===== src/rtl/icache_pkg.sv =====
// ============================================================================
// icache_pkg
// Shared types and widths for the direct-mapped instruction cache.
//   state_t      : controller FSM states
//   TAG_W/IDX_W/OFF_W/LINE_W : default field widths for 8 lines of 128 bits
//   select_word  : picks one 32-bit word out of a 128-bit line
// ============================================================================
package icache_pkg;

    typedef enum logic [1:0] {
        IDLE     = 2'd0,
        MEM_READ = 2'd1,
        FILL     = 2'd2
    } state_t;

    localparam int TAG_W  = 25;
    localparam int IDX_W  = 3;
    localparam int OFF_W  = 2;
    localparam int LINE_W = 128;
    localparam int WORD_W = 32;

    // Word k of a line lives on bits [32k+31:32k] (byte k on [8k+7:8k]).
    function automatic logic [WORD_W-1:0] select_word(input logic [LINE_W-1:0] line,
                                                      input logic [OFF_W-1:0]  offset);
        return line[offset*WORD_W +: WORD_W];
    endfunction

endpackage


===== src/rtl/icache_line_store.sv =====
// ============================================================================
// icache_line_store
// Valid/tag/data storage for the direct-mapped instruction cache.
//   clock, reset      : rising-edge clock, synchronous active-low reset
//   clear_all         : invalidate every line on the edge
//   write_en          : write write_tag/write_data into write_index, set valid
//   read_index        : combinational lookup address
//   read_valid/tag/data : contents of the addressed line, same cycle
// ============================================================================
module icache_line_store
    import icache_pkg::*;
#(
    parameter int LINES = 8,
    parameter int IW    = IDX_W,
    parameter int TW    = TAG_W
) (
    input  logic              clock,
    input  logic              reset,
    input  logic              clear_all,
    input  logic              write_en,
    input  logic [IW-1:0]     write_index,
    input  logic [TW-1:0]     write_tag,
    input  logic [LINE_W-1:0] write_data,
    input  logic [IW-1:0]     read_index,
    output logic              read_valid,
    output logic [TW-1:0]     read_tag,
    output logic [LINE_W-1:0] read_data
);

    logic [LINES-1:0]  valid;
    logic [TW-1:0]     tag_mem  [LINES];
    logic [LINE_W-1:0] data_mem [LINES];

    // A global clear always wins over a fill write; the controller never
    // requests both in one cycle, but the priority keeps flush semantics safe.
    always_ff @(posedge clock) begin
        if (!reset) begin
            valid <= '0;
        end else if (clear_all) begin
            valid <= '0;
        end else if (write_en) begin
            valid[write_index] <= 1'b1;
        end
    end

    // NOTE: tag and data arrays carry no reset; the valid bits alone decide
    // whether their contents mean anything, so they map onto plain RAM.
    always_ff @(posedge clock) begin
        if (write_en) begin
            tag_mem[write_index]  <= write_tag;
            data_mem[write_index] <= write_data;
        end
    end

    assign read_valid = valid[read_index];
    assign read_tag   = tag_mem[read_index];
    assign read_data  = data_mem[read_index];

endmodule


===== src/rtl/icache_controller.sv =====
// ============================================================================
// icache_controller
// Direct-mapped instruction cache between the fetch stage and a block-read
// instruction memory. Hits are answered combinationally; a miss runs the
// memory's read/busywait protocol and fills the whole 16-byte line.
//   clock, reset   : rising-edge clock, synchronous active-low reset
//   cpu_read       : fetch request
//   cpu_address    : byte address, bits [1:0] ignored
//   flush          : invalidate all lines (level)
//   cpu_readdata   : fetched instruction (0 unless delivering a hit)
//   cpu_busywait   : fetch cannot be serviced this cycle
//   mem_read       : block read request, high only in MEM_READ
//   mem_address    : block address (byte address >> 4)
//   mem_readdata   : 128-bit block, valid in the cycle after the last transfer
//   mem_busywait   : memory busy, low in its last transfer cycle
// ============================================================================
module icache_controller
    import icache_pkg::*;
#(
    parameter int LINES    = 8,
    parameter int BLOCK_AW = 28
) (
    input  logic                clock,
    input  logic                reset,
    input  logic                cpu_read,
    input  logic [31:0]         cpu_address,
    input  logic                flush,
    output logic [31:0]         cpu_readdata,
    output logic                cpu_busywait,
    output logic                mem_read,
    output logic [BLOCK_AW-1:0] mem_address,
    input  logic [LINE_W-1:0]   mem_readdata,
    input  logic                mem_busywait
);

    localparam int IW = $clog2(LINES);
    localparam int TW = BLOCK_AW - IW;

    // Address fields of the incoming fetch.
    logic [OFF_W-1:0] offset;
    logic [IW-1:0]    index;
    logic [TW-1:0]    tag;

    assign offset = cpu_address[3:2];
    assign index  = cpu_address[4 +: IW];
    assign tag    = cpu_address[31 -: TW];

    state_t state, state_next;

    // Miss register: where the pending fill lands, independent of what the
    // CPU drives on cpu_address once the miss has started.
    logic [IW-1:0] miss_index;
    logic [TW-1:0] miss_tag;
    logic          flush_pending;

    logic              line_valid;
    logic [TW-1:0]     line_tag;
    logic [LINE_W-1:0] line_data;
    logic              hit;
    logic              clear_all;
    logic              write_en;
    logic              start_miss;

    icache_line_store #(
        .LINES (LINES),
        .IW    (IW),
        .TW    (TW)
    ) u_line_store (
        .clock       (clock),
        .reset       (reset),
        .clear_all   (clear_all),
        .write_en    (write_en),
        .write_index (miss_index),
        .write_tag   (miss_tag),
        .write_data  (mem_readdata),
        .read_index  (index),
        .read_valid  (line_valid),
        .read_tag    (line_tag),
        .read_data   (line_data)
    );

    assign hit = line_valid && (line_tag == tag);

    // NOTE: every output of this block gets a default before the case so no
    // path leaves a signal unassigned and no latch is inferred.
    always_comb begin
        state_next   = state;
        cpu_busywait = 1'b0;
        cpu_readdata = '0;
        mem_read     = 1'b0;
        write_en     = 1'b0;
        clear_all    = 1'b0;
        start_miss   = 1'b0;

        unique case (state)
            IDLE: begin
                // A flush (fresh or deferred from a fill) owns this cycle:
                // lines are cleared on the edge and no lookup is trusted.
                if (flush || flush_pending) begin
                    clear_all    = 1'b1;
                    cpu_busywait = 1'b1;
                end else if (cpu_read) begin
                    if (hit) begin
                        cpu_readdata = select_word(line_data, offset);
                    end else begin
                        cpu_busywait = 1'b1;
                        start_miss   = 1'b1;
                        state_next   = MEM_READ;
                    end
                end
            end

            MEM_READ: begin
                cpu_busywait = 1'b1;
                mem_read     = 1'b1;
                // The memory latches its last byte on this edge, so the
                // block is only stable in the following cycle.
                if (!mem_busywait) begin
                    state_next = FILL;
                end
            end

            FILL: begin
                cpu_busywait = 1'b1;
                write_en     = 1'b1;
                state_next   = IDLE;
            end

            default: begin
                state_next = IDLE;
            end
        endcase
    end

    // NOTE: state and registers use non-blocking assignments so every flop
    // samples the values from before the edge, regardless of statement order.
    always_ff @(posedge clock) begin
        if (!reset) begin
            state         <= IDLE;
            mem_address   <= '0;
            miss_index    <= '0;
            miss_tag      <= '0;
            flush_pending <= 1'b0;
        end else begin
            state <= state_next;

            if (start_miss) begin
                mem_address <= cpu_address[31 -: BLOCK_AW];
                miss_index  <= index;
                miss_tag    <= tag;
            end

            // A fill in flight cannot be cancelled, so a flush seen during
            // it is remembered and applied on the first IDLE edge.
            if (clear_all) begin
                flush_pending <= 1'b0;
            end else if (flush && (state != IDLE)) begin
                flush_pending <= 1'b1;
            end
        end
    end

endmodule


===== config.mk =====
export PLATFORM = sky130hd
export DESIGN_NAME = icache_controller
export DESIGN_NICKNAME = d
export VERILOG_FILES = /design/src/rtl/icache_pkg.sv /design/src/rtl/icache_line_store.sv /design/src/rtl/icache_controller.sv
export SDC_FILE = /design/constraint.sdc
export NUM_CORES = 1
export LEC_CHECK = 0
export CORE_MARGIN = 5
export CORE_UTILIZATION = 35
export CTS_CLUSTER_SIZE = 25
export DETAILED_ROUTE_END_ITERATION = 10
export PLACE_DENSITY = 0.55
export SKIP_CTS_REPAIR_TIMING = 1
export SLEW_MARGIN = 5
export SYNTH_ARGS = -nofsm -noshare
export SYNTH_HDL_FRONTEND = slang
export SYNTH_SLANG_ARGS = --single-unit

===== constraint.sdc =====
create_clock -name clock -period 11 [get_ports clock]
set_input_delay 2.2 -clock clock [delete_from_list [all_inputs] [get_ports clock]]
set_output_delay 2.2 -clock clock [all_outputs]
set_load 0.03 [all_outputs]

After elaboration in Yosys (flattened, before gate mapping) --
Memory sizes are Yosys's and may differ from the RTL's. Cells that the tools add are included.
Word-level totals: register bits 67, bits in writable memories 1224, input port bits 165, output and inout port bits 62, logic and storage cells 55, memories kept 2
Cells by class: magnitude comparators 3, equality and inequality tests 7, shift-type cells 1, mux-type cells 25, bitwise gates (word level) 2, reductions and logical operators 9
Memory list:
- u_line_store.data_mem | depth 8, width 128, rd ports 1, clocked after memory_dff 0, write ports 1, line icache_line_store.sv:32 | logic [LINE_W-1:0] data_mem [LINES];
- u_line_store.tag_mem | depth 8, width 25, rd ports 1, clocked after memory_dff 0, write ports 1, line icache_line_store.sv:31 | logic [TW-1:0] tag_mem [LINES];
Operators with widths (number):
- $mux 32 | 4
- $shiftx 128x8->32 | 1
- $eq 25x25->1 | 1
- $mux 1 | 13
- $lt 3x4->1 const B | 2
- $mux 2 | 4
- $ne 2x2->1 const B | 4
- $or 8x8->8 | 1
- $pmux 2 s2 | 1
- $reduce_and 4->1 | 1
- $reduce_or 2->1 | 2
- $bmux 1 s3 | 1
- $demux 1 s3 | 1
- $ge 3x1->1 const B | 1
- $logic_and 1x1->1 | 3
- $eq 2x1->1 const B | 1
- $eq 2x2->1 const B | 1
- $logic_not 2->1 | 1
- $pmux 1 s2 | 1
- $reduce_bool 2->1 | 1
- $logic_or 1x1->1 | 1
- $not 1->1 | 1

Depth between registers and ports, before layout --
Gate-level depths: netlist of run 1.
depth after elaboration 7, depth in mapped cells 13, mapped depth without buffers 7

Cells and area by module --
A second synthesis of run 1 with hierarchy kept.
Unflattened totals: cells, all modules 2072, area total of the unflattened synthesis 48754.3 µm²
Modules (own cells, without submodules):
- icache_line_store | instances 1, cells each 1810, area an instance 46253.1 µm²
- icache_controller | instances 1, cells each 262, area an instance 2501.1 µm²

Worst setup path before layout of run 1 --
No wires, ideal clock.
path kind register to register, start point register mem_address[0] (netlist name), end point memory u_line_store.data_mem[1][0], enable pin, arrival 11052 ps, required time 10145 ps, slack -907 ps, stages on the path, launching flop included 3, buffers on the path 0, cell sequence dfxtp_1 -> nand2_1 -> nor3_1
RTL lines (line):
- end, declared | icache_line_store.sv:32

Worst setup path after layout of run 1 --
start point input cpu_address[5], end point output cpu_readdata[22]
Between the ends: longest elaborated chain between the ends 7
Ends and longest elaborated chain:
- start, declared | line icache_controller.sv:26 | input logic [31:0] cpu_address,
- branches (longest 3 deep; another with $mem_v2 8x128)
- $mux 32 (*) | line icache_controller.sv:103 | if (hit) begin
- $mux 32 (*) | line icache_controller.sv:102 | end else if (cpu_read) begin
- $mux 32 (*) | line icache_controller.sv:99 | if (flush || flush_pending) begin
- $mux 32 (*) | line icache_controller.sv:95 | unique case (state)
- end, declared | line icache_controller.sv:28 | output logic [31:0] cpu_readdata,
Every way passes the cells marked *. The select of a mux whose other input is x is not followed.

==> run metrics, run 1 <==
run status=completed; starting density of the core=0.352; post-DP HPWL=60.8 mm; most common cell in the netlist=edfxtp_1; crit path DAT=6.31 ns; final hold violation count=0; Post-DP Area=~0.053 mm2; dpl cells=4017; relative slew slack=0.328; total of max-cap violations=0; CTS Buffer Depth=3; via count=22106; Post-Syn Nets=2233; Worst Skew=about 0.025 ns; routability cong.=0.720; Finished Layout Cells=4287; Post-Syn Instances=2064; layout cells sized above 1=0.253; # IOs=227; starting DRC count in detailed routing=between 1500 and 2000; setup repair after global routing missed its margin=no; Clk Latency, worst-skew pair=0.76 ns; worst hold path class=reg -> reg; met2 routed WL=56.1 mm; die area=0.146 mm2; share of the synthesized area in the top cell type=0.758; drt total wl=113 mm; Worst Path Max Fanout=76; Rows=roughly 140; drt drc=0; highest metal used=met5; Die X=about 380 um; required time worst endpoint=8.80 ns; Port Buffer Count=approximately 220; GRT Residual Overflow=0; synth unique cells=57; FILL cells=11807; vias in the first global route=23734; Core Region=0.138 mm2; ratio of final minimum period to clock period=0.774; largest area contributor in the netlist=edfxtp_1; max-slew violation count=0; Nets=roughly 2500; FFs w/ async S/R, synth=0; final setup violating endpoints=0; clk root buf=clkbuf_16; EDFF count, synth=1224; finished layout cell area=~0.057 mm2; global-route wire length before repair=165 mm; Total Neg Setup Slack=0 ns; TritonCTS buffer count=140; Top FF cell, synth=edfxtp_1; Crit Path Class=in -> out; Antenna Nets Post-Route=0; post-synthesis sequential area ratio=0.774; Setup crit start kind=input port; Setup crit end kind=primary output; htree depth=4; drt via density=5.16; Area growth, synth to finish=18.1%; WL met1=48.8 mm; initial antenna violation count=29; Leak=17.9 nW; Pwr per Cell Area=around 190 mW/mm2; Clk pin slew, worst setup/hold paths=roughly 0.050 ns; Peak VDD IR=roughly 0.000094 V; routed length per instance=roughly 26 um; worst-margin pin slew=1.01 ns; synth top area cells=edfxtp_1 76%, mux4_2 17%, mux2i_1 2.0%, dfxtp_1 1.6%, nand2_1 0.52%; routed wl met3=6.22 mm; #FFs+latches synth=1263; clock sink count=~1300; Post-Syn Area per Cell=roughly 24 um2; largest net degree at the start of global routing=roughly 110; Mapped Area=0.0485 mm2; FMAX=118 MHz; synth cell count leaders=1224 x edfxtp_1, 357 x mux4_2, 98 x mux2i_1, 67 x nand2_1, 59 x nor2_1; CTS tree=done; Yosys warning count=0; height of the chip=382 um; GRT Total Usage=0.155; number of detailed-route iterations in the first pass=6; Period minus WS final=8.51 ns
state kept, by name (all words and copies together) (netlist names):
signal and count:
u_line_store.tag_mem 200, state 2, u_line_store.valid 8, mem_address 27, flush_pending 1, miss_tag 1
u_line_store.data_mem 1024
final timing paths:
| check | slack, ns | end | cells past startpoint | startpoint |
|---|---|---|---|---|
| setup / recovery | 2.49 | cpu_readdata[22] | 10 | cpu_address[5] |
| hold / removal | 0.48 | u_line_store.valid[4] | 2 | u_line_store.valid[4] |
| setup reg to reg | 7.20 | u_line_store.data_mem[1][40] | 6 | state[1] |
| hold reg to reg | 0.48 | u_line_store.valid[4] | 2 | u_line_store.valid[4] |
final cells by class:
class	count	area (um2)	share of cell area
Multi-Input combinational cell	694	10500	0.183
Antenna cell	14	35.0	0.000612
Timing Repair Buffer	263	2640	0.0461
Clock buffer	173	3680	0.0642
Sequential cell	1263	37500	0.655
Tap cell	1794	2240	0.0392
Clock inverter	83	658	0.0115
Inverter	3	11.3	0.000197
layer usage:
layer  GRT usage  vias up
met5           0        -
met4      0.0429       22
met3      0.0360      163
met2       0.256      533
met1       0.208    11954
li1            -     9434
report_power, final:
group,total [mW],switching (mW),internal (mW)
Sequential,5.54,0.0648,5.47
Combinational,0.805,0.465,0.341
Clock,4.40,1.88,2.52
per-stage QoR:
| stage | setup WS, ns | hold WS, ns | total power, mW | utilization |
|---|---|---|---|---|
| after detailed placement | 2.44 | 0.465 | 6.47 | 0.384 |
| after global placement | 2.41 | 0.444 | 6.43 | 0.384 |
| after CTS | 2.42 | 0.479 | 10.9 | 0.416 |
| final | 2.49 | 0.478 | 10.7 | 0.416 |
| after floorplan | 3.19 | 0.435 | 6.13 | - |
| after global routing | 2.18 | 0.506 | 11.1 | 0.416 |
cells by family after synthesis:
family / synth area share
flip-flops: 0.774
multiplexers: 0.189
AND/OR/NAND/NOR: 0.0164
buffers and inverters: 0.0115
AO/OA/AOI/OAI: 0.00462
XOR/XNOR: 0.00343
adder cells (fa/ha/maj): 0.00103
worst max-delay path, cell delays in order:
cell	delay (ns)
buf_8	0.53
mux4_2	0.60
mux2i_1	0.17
xor2_1	0.45
nand4_1	0.17
and4b_1	0.33
nand4_1	0.35
buf_4	0.37
nor2_1	0.28
clkdlybuf4s50_1	0.73
layout by cell type (no fill, tap or decap), types with 4 or more instances in the layout:
cell / count
edfxtp_1: 1224
mux4_2: 357
clkdlybuf4s50_1: 218
clkbuf_16: 142
mux2i_1: 98
nand2_1: 67
nor2_1: 53
dfxtp_1: 39
buf_4: 31
clkbuf_1: 30
clkinv_2: 27
clkinv_1: 26
xor2_1: 16
diode_2: 14
mux2_2: 9
clkinvlp_4: 9
nand3_1: 8
buf_12: 8
nand4_1: 7
nor2_4: 6
inv_6: 6
bufinv_16: 5
a22o_1: 4
o21ai_0: 4
or4_1: 4
nand2b_1: 4
ha_1: 4
inv_16: 4
No activity file was read; power rests on OpenSTA's default activity.
==> run 2, diff against run 1 <==
clock period = 7.09 ns   (was 11 ns; I/O delays follow)
==> run 2 against run 1 <==
  * Hold slack worse by 0.0041 ns
  * Clock power up 51%
  * Die area unchanged
  * Final cell count down 0.28%
  * Core utilization up 0.10 points
  * Global-route usage down 0.18 points
  * Register-to-register slack worse by 3.2 ns
  * Critical path type unchanged
  * Sequential share of layout area down 0.16 points
  * Largest cell class unchanged
  * Combinational power up 55%
  * Setup slack worse by 1.9 ns
==> run metrics, run 2 (synthesized netlist as in run 1, its figures left out) <==
run status=completed; Clk Latency, worst-skew pair=between 0.7 and 0.8 ns; ratio of final minimum period to clock period=0.913; dpl ws=0.539 ns; worst-margin pin slew=0.985 ns; Worst Path Max Fanout=59; drt drc=0; reg2reg path depth=8; RR Endpoint=miss_tag[24]; Antenna Nets Post-Route=0; Area growth, synth to finish=18.4%; Nets=2538; post-layout util=0.417; Peak VDD IR=0.000197 V; GRT Total Usage=0.154; initial antenna violation count=25; Max stage delay on crit path=between 0.5 and 0.6 ns; setup repair after global routing missed its margin=no; top flop regs=u_line_store.data_mem: 1024 flops, u_line_store.tag_mem: 200 flops, mem_address: 27 flops; Setup crit start kind=input port; crit path DAT=5.05 ns; Core Region=between 0.1 and 0.15 mm2; commonest non-fill, non-tap cells in the layout=1224 x edfxtp_1, 357 x mux4_2, 186 x clkdlybuf4s50_1; relative slew slack=0.343; htree depth=4; required time worst endpoint=roughly 5.7 ns; final worst setup slack=slightly above 0.6 ns; Die X=about 380 um; setup slack, reg-to-reg=between 3 and 4 ns; CTS Buffer Depth=3; starting DRC count in detailed routing=between 1500 and 2000; vias in the first global route=23692; Setup crit end kind=primary output; Final Power=16.5 mW; largest reg by FF count=u_line_store.data_mem; number of detailed-route iterations in the first pass=5; FMAX=155 MHz; total of max-cap violations=0; clk root buf=clkbuf_16; CTS tree=done; worst-path cell chain=buf_8, mux2i_1, mux4_2, xor2_1, nand3_1, nor4_1, nand4_1, buf_4, nor2_1, buf_12; # IOs=227; via count=21868; Worst Skew=~0.018 ns; largest net degree at the start of global routing=120; WP buf/inv=3; GRT Residual Overflow=0; Period minus WS final=6.47 ns; drt total wl=112 mm; TritonCTS buffer count=134; Pwr per Cell Area=between 200 and 300 mW/mm2; global-route wire length before repair=164 mm; final hold violation count=0; max-slew violation count=0; commonest non-fill, non-tap cell in the layout=edfxtp_1; Crit Path Class=in -> out; height of the chip=382 um; Slowest-stage cell, CP=buf_8; drt via density=5.12; critical path launch point=cpu_address[4]; Levels on crit path=10; clock sink count=between 1000 and 1500; Leak=18.0 nW; Setup crit end=cpu_readdata[15]; Reg-to-Reg Start=u_line_store.tag_mem[6][8]; number of flip-flops in the largest register=1024; Rows=around 140; final setup violating endpoints=0; CP top delay family=simple AND/OR/NAND/NOR gates; layout cells sized above 1=0.263; worst hold path class=reg -> reg; Clk pin slew, worst setup/hold paths=about 0.050 ns; routability cong.=0.711; die area=0.146 mm2; routed length per instance=26.3 um; Port Buffer Count=224; post-DP HPWL=between 60 and 70 mm; Hold WS=0.474 ns; starting density of the core=0.352
## run 2: cell types whose count changed in the layout (fill, tap and decap cells not counted), sizes merged
cell	change
buf	+42
clkinvlp	-7
clkdlybuf4s50	-32
diode	-3
inv	-3
bufinv	+3
clkinv	-12
## run 2: worst min-delay path: cells and delay by family, from the launching register on
family	cells	cell delay [ns]
DFF	1	0.32
and+or+nand+nor	2	0.12
## run 2: worst min-delay path by stage
stage	to	depth (start not counted)	start	slack (ns)
floorplan	u_line_store.valid[2]	2	u_line_store.valid[2]	0.43
global placement	u_line_store.valid[2]	2	u_line_store.valid[2]	0.45
detailed placement	u_line_store.valid[6]	2	u_line_store.valid[6]	0.46
CTS	u_line_store.valid[6]	2	u_line_store.valid[6]	0.47
global route	u_line_store.valid[7]	2	u_line_store.valid[7]	0.49
finish	u_line_store.valid[7]	2	u_line_store.valid[7]	0.47
## run 2: layer usage
metal  up-vias  share of wire  routed length (um)  global-route usage
li1       9416              -                   -                   -
met1     11742           0.42               47500               0.199
met2       518           0.50               56000               0.255
met3       176          0.058                6480              0.0413
met4        16          0.020                2280              0.0452
met5         -        0.00096                 108                   0
## run 2: layout make-up
class / instances / area, um2
diodes: 11 / 27.5
clock buffers: 173 / 3600
clock inverters: 64 / 572
fillers: 11769 / 80200
inverters: 3 / 11.3
multi-input cells: 694 / 10500
flip-flops and latches: 1263 / 37500
well taps: 1794 / 2240
repair buffers: 273 / 2950
## run 2: metrics by stage
stage | instances | TNS, ns | cell area, um2
after floorplan | 2064 | -666.77 | 48500
after global placement | 4027 | 0 | 53200
after detailed placement | 4027 | 0 | 53200
after CTS | 4264 | 0 | 57400
after global routing | 4266 | 0 | 57400
final | 4275 | 0 | 57400
## run 2: power breakdown
part | switching (mW) | internal, mW
clock network | 2.76 | 3.88
logic | 0.722 | 0.527
registers | 0.0989 | 8.49
total | 3.58 | 12.9
==> run 3, diff against run 2 <==
SLEW_MARGIN = default   (was 5)
==> results of run 3 <==
The final DEF is identical to that of run 2; final timing and power are the same.
